### config.mk
export PLATFORM = sky130hd
export DESIGN_NAME = scratch_mem_arbiter_flat
export DESIGN_NICKNAME = d
export VERILOG_FILES = /design/src/rtl/scratch_mem_arbiter_if.sv /design/src/rtl/scratch_mem_arbiter.sv /design/src/flat_wrapper.sv
export SDC_FILE = /design/constraint.sdc
export NUM_CORES = 1
export LEC_CHECK = 0
export CAP_MARGIN = 20
export CORE_AREA = 2 2 118 120
export DETAILED_ROUTE_END_ITERATION = 16
export DIE_AREA = 0 0 120 122
export DONT_BUFFER_PORTS = 1
export GPL_TIMING_DRIVEN = 0
export SKIP_LAST_GASP = 1
export SYNTH_ARGS = -nofsm -noshare
export SYNTH_HDL_FRONTEND = slang
export SYNTH_SLANG_ARGS = --single-unit
### constraint.sdc
create_clock -name clk -period 4.55 [get_ports clk]
set_input_delay 0.455 -clock clk [delete_from_list [all_inputs] [get_ports clk]]
set_output_delay 0.455 -clock clk [all_outputs]
set_load 0.02 [all_outputs]
### src/rtl/scratch_mem_arbiter_if.sv
// scratch_mem_arbiter_if: engine-side and SRAM-side bus of the scratch memory arbiter.
// The slave modport is the arbiter's view; master is the engines plus SRAM.
interface scratch_mem_arbiter_if #(
    parameter int NUM_CH = 3,
    parameter int AW = 8,
    parameter int DW = 16
);
    logic [NUM_CH-1:0] ch_en, ch_re, ch_we, ch_gnt, ch_rvalid;
    logic [NUM_CH*AW-1:0] ch_raddr0, ch_raddr1, ch_waddr;
    logic [NUM_CH*DW-1:0] ch_wdata, ch_rdata0, ch_rdata1;
    logic [AW-1:0] mem_raddr0, mem_raddr1, mem_waddr;
    logic [DW-1:0] mem_wdata, mem_rdata0, mem_rdata1;
    logic mem_re, mem_we, conflict;
    modport slave (
        input ch_en, ch_re, ch_we, ch_raddr0, ch_raddr1, ch_waddr, ch_wdata, mem_rdata0, mem_rdata1,
        output ch_gnt, ch_rvalid, ch_rdata0, ch_rdata1, mem_raddr0, mem_raddr1, mem_waddr,
        output mem_wdata, mem_re, mem_we, conflict
    );
    modport master (
        output ch_en, ch_re, ch_we, ch_raddr0, ch_raddr1, ch_waddr, ch_wdata, mem_rdata0, mem_rdata1,
        input ch_gnt, ch_rvalid, ch_rdata0, ch_rdata1, mem_raddr0, mem_raddr1, mem_waddr,
        input mem_wdata, mem_re, mem_we, conflict
    );
endinterface

### src/rtl/scratch_mem_arbiter.sv
// scratch_mem_arbiter: grants one engine exclusive use of the scratch SRAM and routes reads back.
// MEM_ARB_RR_EN selects round-robin arbitration; default is fixed priority, lowest index wins.
module scratch_mem_arbiter #(
    parameter int NUM_CH = 3,
    parameter int AW = 8,
    parameter int DW = 16,
    parameter int RD_LAT = 1
) (
    input logic clk,
    input logic rst_n,
    scratch_mem_arbiter_if.slave bus
);
    localparam int IW = $clog2(NUM_CH);
    typedef enum logic [1:0] {IDLE, OWN, DRAIN} state_t;
    state_t state, next_state;
    logic [IW-1:0] owner, win;
    logic found, grant, conflict_q;
    logic [2:0] cnt;
    logic [NUM_CH-1:0] gnt;
    logic [RD_LAT-1:0] pv;
    logic [IW-1:0] pidx [RD_LAT];
`ifdef MEM_ARB_RR_EN
    logic [IW-1:0] cand;
    always_comb begin
        win = '0;
        found = 1'b0;
        cand = '0;
        for (int k = 0; k < NUM_CH; k++) begin
            cand = IW'((int'(owner) + 1 + k) % NUM_CH);
            if (!found && bus.ch_en[cand]) begin
                found = 1'b1;
                win = cand;
            end
        end
    end
`else
    always_comb begin
        win = '0;
        found = 1'b0;
        for (int k = 0; k < NUM_CH; k++) begin
            if (!found && bus.ch_en[k]) begin
                found = 1'b1;
                win = IW'(k);
            end
        end
    end
`endif
    // owner doubles as the round-robin pointer, so it survives the grant
    always_ff @(posedge clk) begin
        if (!rst_n) begin
            state <= IDLE;
            owner <= IW'(NUM_CH - 1);
            cnt <= '0;
        end else begin
            state <= next_state;
            if (state == IDLE && found) owner <= win;
            cnt <= (state == DRAIN) ? cnt + 3'd1 : '0;
        end
    end
    always_comb begin
        next_state = state == IDLE ? (found ? OWN : IDLE) :
                     state == OWN ? (bus.ch_en[owner] ? OWN : DRAIN) :
                     (cnt == 3'(RD_LAT - 1) ? IDLE : DRAIN);
    end
    always_comb begin
        grant = state == OWN;
        gnt = grant ? NUM_CH'(1) << owner : '0;
        bus.ch_gnt = gnt;
        bus.conflict = conflict_q;
        bus.mem_re = grant & bus.ch_re[owner];
        bus.mem_we = grant & bus.ch_we[owner];
        bus.mem_raddr0 = grant ? bus.ch_raddr0[owner*AW +: AW] : '0;
        bus.mem_raddr1 = grant ? bus.ch_raddr1[owner*AW +: AW] : '0;
        bus.mem_waddr = grant ? bus.ch_waddr[owner*AW +: AW] : '0;
        bus.mem_wdata = grant ? bus.ch_wdata[owner*DW +: DW] : '0;
    end
    // each accepted read carries its issuer through the SRAM latency
    always_ff @(posedge clk) begin
        if (!rst_n) begin
            pv <= '0;
            conflict_q <= 1'b0;
            for (int k = 0; k < RD_LAT; k++) pidx[k] <= '0;
        end else begin
            pv[0] <= bus.mem_re;
            pidx[0] <= owner;
            for (int k = 1; k < RD_LAT; k++) begin
                pv[k] <= pv[k-1];
                pidx[k] <= pidx[k-1];
            end
            if (grant && |((bus.ch_re | bus.ch_we) & ~gnt)) conflict_q <= 1'b1;
        end
    end
    always_comb begin
        bus.ch_rvalid = '0;
        bus.ch_rdata0 = '0;
        bus.ch_rdata1 = '0;
        if (pv[RD_LAT-1]) begin
            bus.ch_rvalid[pidx[RD_LAT-1]] = 1'b1;
            bus.ch_rdata0[pidx[RD_LAT-1]*DW +: DW] = bus.mem_rdata0;
            bus.ch_rdata1[pidx[RD_LAT-1]*DW +: DW] = bus.mem_rdata1;
        end
    end
endmodule

### src/flat_wrapper.sv
// flat-port wrapper written by rule: the top's interface ports become plain ports
module scratch_mem_arbiter_flat 
#(
    parameter int NUM_CH = 3,
    parameter int AW = 8,
    parameter int DW = 16,
    parameter int RD_LAT = 1
)
  (clk, rst_n, bus_ch_en, bus_ch_re, bus_ch_we, bus_ch_raddr0, bus_ch_raddr1, bus_ch_waddr, bus_ch_wdata, bus_mem_rdata0, bus_mem_rdata1, bus_ch_gnt, bus_ch_rvalid, bus_ch_rdata0, bus_ch_rdata1, bus_mem_raddr0, bus_mem_raddr1, bus_mem_waddr, bus_mem_wdata, bus_mem_re, bus_mem_we, bus_conflict);
  scratch_mem_arbiter_if #(.NUM_CH(NUM_CH), .AW(AW), .DW(DW)) bus_i ();
  input logic clk;
  input logic rst_n;
  input wire logic [$bits(bus_i.ch_en)-1:0] bus_ch_en;
  input wire logic [$bits(bus_i.ch_re)-1:0] bus_ch_re;
  input wire logic [$bits(bus_i.ch_we)-1:0] bus_ch_we;
  input wire logic [$bits(bus_i.ch_raddr0)-1:0] bus_ch_raddr0;
  input wire logic [$bits(bus_i.ch_raddr1)-1:0] bus_ch_raddr1;
  input wire logic [$bits(bus_i.ch_waddr)-1:0] bus_ch_waddr;
  input wire logic [$bits(bus_i.ch_wdata)-1:0] bus_ch_wdata;
  input wire logic [$bits(bus_i.mem_rdata0)-1:0] bus_mem_rdata0;
  input wire logic [$bits(bus_i.mem_rdata1)-1:0] bus_mem_rdata1;
  output wire logic [$bits(bus_i.ch_gnt)-1:0] bus_ch_gnt;
  output wire logic [$bits(bus_i.ch_rvalid)-1:0] bus_ch_rvalid;
  output wire logic [$bits(bus_i.ch_rdata0)-1:0] bus_ch_rdata0;
  output wire logic [$bits(bus_i.ch_rdata1)-1:0] bus_ch_rdata1;
  output wire logic [$bits(bus_i.mem_raddr0)-1:0] bus_mem_raddr0;
  output wire logic [$bits(bus_i.mem_raddr1)-1:0] bus_mem_raddr1;
  output wire logic [$bits(bus_i.mem_waddr)-1:0] bus_mem_waddr;
  output wire logic [$bits(bus_i.mem_wdata)-1:0] bus_mem_wdata;
  output wire logic [$bits(bus_i.mem_re)-1:0] bus_mem_re;
  output wire logic [$bits(bus_i.mem_we)-1:0] bus_mem_we;
  output wire logic [$bits(bus_i.conflict)-1:0] bus_conflict;
  assign bus_i.ch_en = bus_ch_en;
  assign bus_i.ch_re = bus_ch_re;
  assign bus_i.ch_we = bus_ch_we;
  assign bus_i.ch_raddr0 = bus_ch_raddr0;
  assign bus_i.ch_raddr1 = bus_ch_raddr1;
  assign bus_i.ch_waddr = bus_ch_waddr;
  assign bus_i.ch_wdata = bus_ch_wdata;
  assign bus_i.mem_rdata0 = bus_mem_rdata0;
  assign bus_i.mem_rdata1 = bus_mem_rdata1;
  assign bus_ch_gnt = bus_i.ch_gnt;
  assign bus_ch_rvalid = bus_i.ch_rvalid;
  assign bus_ch_rdata0 = bus_i.ch_rdata0;
  assign bus_ch_rdata1 = bus_i.ch_rdata1;
  assign bus_mem_raddr0 = bus_i.mem_raddr0;
  assign bus_mem_raddr1 = bus_i.mem_raddr1;
  assign bus_mem_waddr = bus_i.mem_waddr;
  assign bus_mem_wdata = bus_i.mem_wdata;
  assign bus_mem_re = bus_i.mem_re;
  assign bus_mem_we = bus_i.mem_we;
  assign bus_conflict = bus_i.conflict;
  scratch_mem_arbiter #(.NUM_CH(NUM_CH), .AW(AW), .DW(DW), .RD_LAT(RD_LAT)) u_core (.clk(clk), .rst_n(rst_n), .bus(bus_i));
endmodule
==> results of run 1 <==
## report_power, final
part           internal (uW)  switching (uW)
Sequential               107            10.6
Clock                    117            40.4
Combinational            120             275
Total                    345             326
## cells in the mapped netlist, drive strengths merged, types with 3 or more instances
library cell and instances:
a21oi 46, and2 102, buf 29, dfxtp 11
ha 6, inv 7, mux2i 42, nand2 3
nand2b 5, nor2 88, nor3b 3, o21ai 3
## through the flow
step           utilization (%)  total power (uW)
6_report                  19.6               671
4_1_cts                   19.5               679
2_1_floorplan                -               442
3_5_place_dp              18.9               519
5_1_grt                   19.5               721
3_3_place_gp              18.9               516
## per-layer routing
layer  track usage (%)  routed length (um)  vias up  share of wire [%]
li1                  -                   -     1182                  -
met1              14.7                3990     1193                 38
met2              24.5                5560      196                 53
met3              2.72                 956        4                9.1
met4              1.10                  27        0               0.26
met5                 0                   0        -                  0
## layout by cell type, fill, tap and decap left out, drive strengths merged
master and instances:
and2 102, nor2 88, a21oi 46, mux2i 42, buf 29, dfxtp 11, inv 7, ha 6
nand2b 5, clkbuf 5, diode 3, nor3b 3, nand2 3, o21ai 3, nor3 2, nor2b 2
a21boi 2, or2 1, o221ai 1, nand3b 1, a32oi 1, xnor2 1, o31ai 1, o22ai 1
o32ai 1, a31oi 1, o21a 1
## final cells by class
type                    count  area share, %
multi-input cells         314           72.1
flip-flops and latches     11           8.34
inverters                   7          0.995
diodes                      3          0.284
plain buffers              30           6.82
clock buffers               4           2.98
well taps                 180           8.53
## cell families (layout without fill, tap and decap cells)
kind of cell    count (synthesis)  count (layout)
fa+ha+maj                       6               6
flops                          11              11
simple gates                  207             207
other cells                     0               3
buf+inv                        37              41
xor+xnor                        1               1
compound gates                 58              58
mux                            42              42
## sequential cells by signal, indices dropped and copies added (netlist names)
register             flops
u_core.pv                1
u_core.cnt               3
u_core.pidx              2
u_core.state             2
u_core.bus.conflict      1
u_core.owner             2
## worst max-delay path by stage
stage / start / end / cells past startpoint
floorplan: u_core.pidx[0][0] / bus_ch_rdata0[18] / 6
global placement: u_core.pidx[0][0] / bus_ch_rdata1[5] / 6
detailed placement: u_core.pidx[0][0] / bus_ch_rdata1[0] / 6
CTS: u_core.pidx[0][0] / bus_ch_rdata1[0] / 6
global route: u_core.pidx[0][0] / bus_ch_rdata1[36] / 6
finish: u_core.pidx[0][0] / bus_ch_rdata1[0] / 6
## worst reg2reg max path, cell delays in order, from the launching register on
cell	delay, ns
dfxtp_1	0.29
buf_4	0.16
nor2b_1	0.11
buf_2	0.19
nand2_1	0.08
a21oi_1	0.53
and2_1	0.21
==> impl_results.md, run 1 <==
* Post-synth ARST share at 0%
* LEAKAGE at 0.00100 uW
* Top cell by count, worst path: and2_1
* Setup TNS at 0 ns
* Compound-gate portion of the synthesized area at between 10% and 20%
* Cell family with most CP delay: simple AND/OR/NAND/NOR gates
* Setup-failing EPs final at 0
* Root buffer cell: clkbuf_16
* Yosys warns at 0
* Post-synthesis mux area share at 18.0%
* Critical-path cell list: inv_2 > ha_1 > and2_1 > nor3b_2 > buf_2 > and2_1
* RSZ-0062 raised after global routing: false
* Synth unique cells at 31
* Area of the multi-input gates at approximately 1900 um^2
* Worst Tran Pin Value at 0.657 ns
* Post-synth top area cell: and2_1
* Critical path arrival at 2.13 ns
* Setup crit start kind: register
* IO Count at slightly above 300
* Max-cap violations at 0
* # DRC at 0
* Post-synth EDFFs at 0
* Worst reg2reg endpoint: u_core.pv
* Core Box Area at 13500 um^2
* Minimum clock period at between 2 and 3 ns
* Fin crit share at a little under three fifths
* Final hold slack at about 0.32 ns
* Yosys top cell area share at a little over a quarter
* Chip width at 120 um
* VDD IR max at ~0.099 mV
* CP bufs+invs at 2
* CTS clk-pin slew, worst paths at around 0.040 ns
* Simple-Gate Fraction of Synth Area at approximately 47%
* Final Non-Filler Cells at between 500 and 600
* Post-CTS Setup Inserts at 0
* Resized cells post-CTS at 0
* Total die area at about 15000 um^2
* Total global-route track usage at 12.7%
* FF-to-FF Start: u_core.owner[0]
* FMAX at 386 MHz
* Cells after synthesis at 362
* Wirelength per Cell at 19.2 um
* Worst-skew pair later-pin latency at approximately 0.24 ns
* Worst path max stage delay at around 0.47 ns
* Worst r2r path cells at 6
* Layout fillers at ~1500
* Synth Flop Type: dfxtp_1
* Syn Area/Cell at about 6.4 um^2
* Routed vias at ~2600
* Largest family of logic cells by synthesized area: simple AND/OR/NAND/NOR gates
* P&R area growth vs syn at 13.4%
* Pre-CTS setup slack at around 2.2 ns
* Synth Net Count at about 530
* Final Cell Area at between 2000 and 3000 um^2
* Hpwl dp at approximately 9 mm
* GRT overflow at 0
* Worst hold path stage count at 1
* Worst EP required at slightly above 4 ns
* Largest net degree at the start of global routing at 11
* Number of global-route vias before repair at around 2200
* Sink Count at 11
* Setup CP Type: reg -> out
* Starting density of the core at 17.3%
* Worst hold path endpoint: u_core.owner[1]
* Max-slew violation count at 0
* Hold/Removal Path Class: in -> reg
* Final wirelength at around 11 mm
* Slowest cell on crit path: nor3b_2
* Worst setup margin at roughly 2 ns
* Reg2reg setup slack at around 2.9 ns
* Power per cell area at 254 nW/um^2
* Routability cong. at between 0.7 and 0.8
* Dpl cells at between 500 and 600
* Critical Path End Type: primary output
* Clk buf depth at 2
* Top cells by area, synth: and2_1 27%, mux2i_1 18%, nor2_1 14%
* Initial DRC Count at between 100 and 150
* Register bit count reported by yosys at 11
* FP Rows at 43
* Netlist Area Pre-Place at about 2300 um^2
* Instance area at placement at about 2600 um^2
* Post-synthesis xor/xnor area fraction at less than 1%
* Final Hold Viols at 0
* Port Buffer Count at 0
* Layout Nets at approximately 540
* Layout cells sized above 1 at about a tenth
* CTS tree: done
* ANT nets after route at 0
* Adder-cell share of the synthesized area at around 3.2%
* Worst Path Max Fanout at 10
* Initial antenna violation count at 1
* Register area at approximately 220 um^2
* Hold_buf cts at 0
* Drt via density at 4.69
* Rel. slew slack at 55.9%
* Total CTS buffers at 3
* First-pass DRT Iterations at 4
* Clk_skew at around 0.0018 ns
* Hold wc startpoint: rst_n
* Status: complete, no violations
* Die height at around 120 um
* Seq/Total Area, Yosys at a little under a tenth
* First-pass GRT wire length at roughly 14 mm
* H-tree depth at 1
Power figures use the tool's default switching activity.
==> run 2, diff against run 1 <==
==> constraint.sdc (replaced) <==
create_clock -name clk -period 2.7 [get_ports clk]
set_input_delay 0.27 -clock clk [delete_from_list [all_inputs] [get_ports clk]]
set_output_delay 0.27 -clock clk [all_outputs]
set_load 0.02 [all_outputs]
==> results of run 2 <==
The final DEF is identical to that of run 1. Status: complete, no violations.
Among the figures that moved: setup slack after placement 2.18 ns -> 0.517 ns; setup slack after layout 1.96 ns -> 0.295 ns; hold slack 0.315 ns -> 0.130 ns; register-to-register setup slack 2.93 ns -> 1.08 ns; total power 671 uW -> 1130 uW; worst IR drop on VDD 0.0988 mV -> 0.166 mV
==> run 3, diff against run 2 <==
--- a/config.mk
+++ b/config.mk
@@ -7,6 +7,7 @@
 export LEC_CHECK = 0
 export CAP_MARGIN = 20
 export CORE_AREA = 2 2 118 120
+export CTS_CLUSTER_SIZE = 40
 export DETAILED_ROUTE_END_ITERATION = 16
 export DIE_AREA = 0 0 120 122
 export DONT_BUFFER_PORTS = 1
==> results of run 3 <==
The final DEF is identical to that of run 1. Status: complete, no violations.
Among the figures that moved: setup slack after placement 2.18 ns -> 0.517 ns; setup slack after layout 1.96 ns -> 0.295 ns; hold slack 0.315 ns -> 0.130 ns; register-to-register setup slack 2.93 ns -> 1.08 ns; total power 671 uW -> 1130 uW; worst IR drop on VDD 0.0988 mV -> 0.166 mV
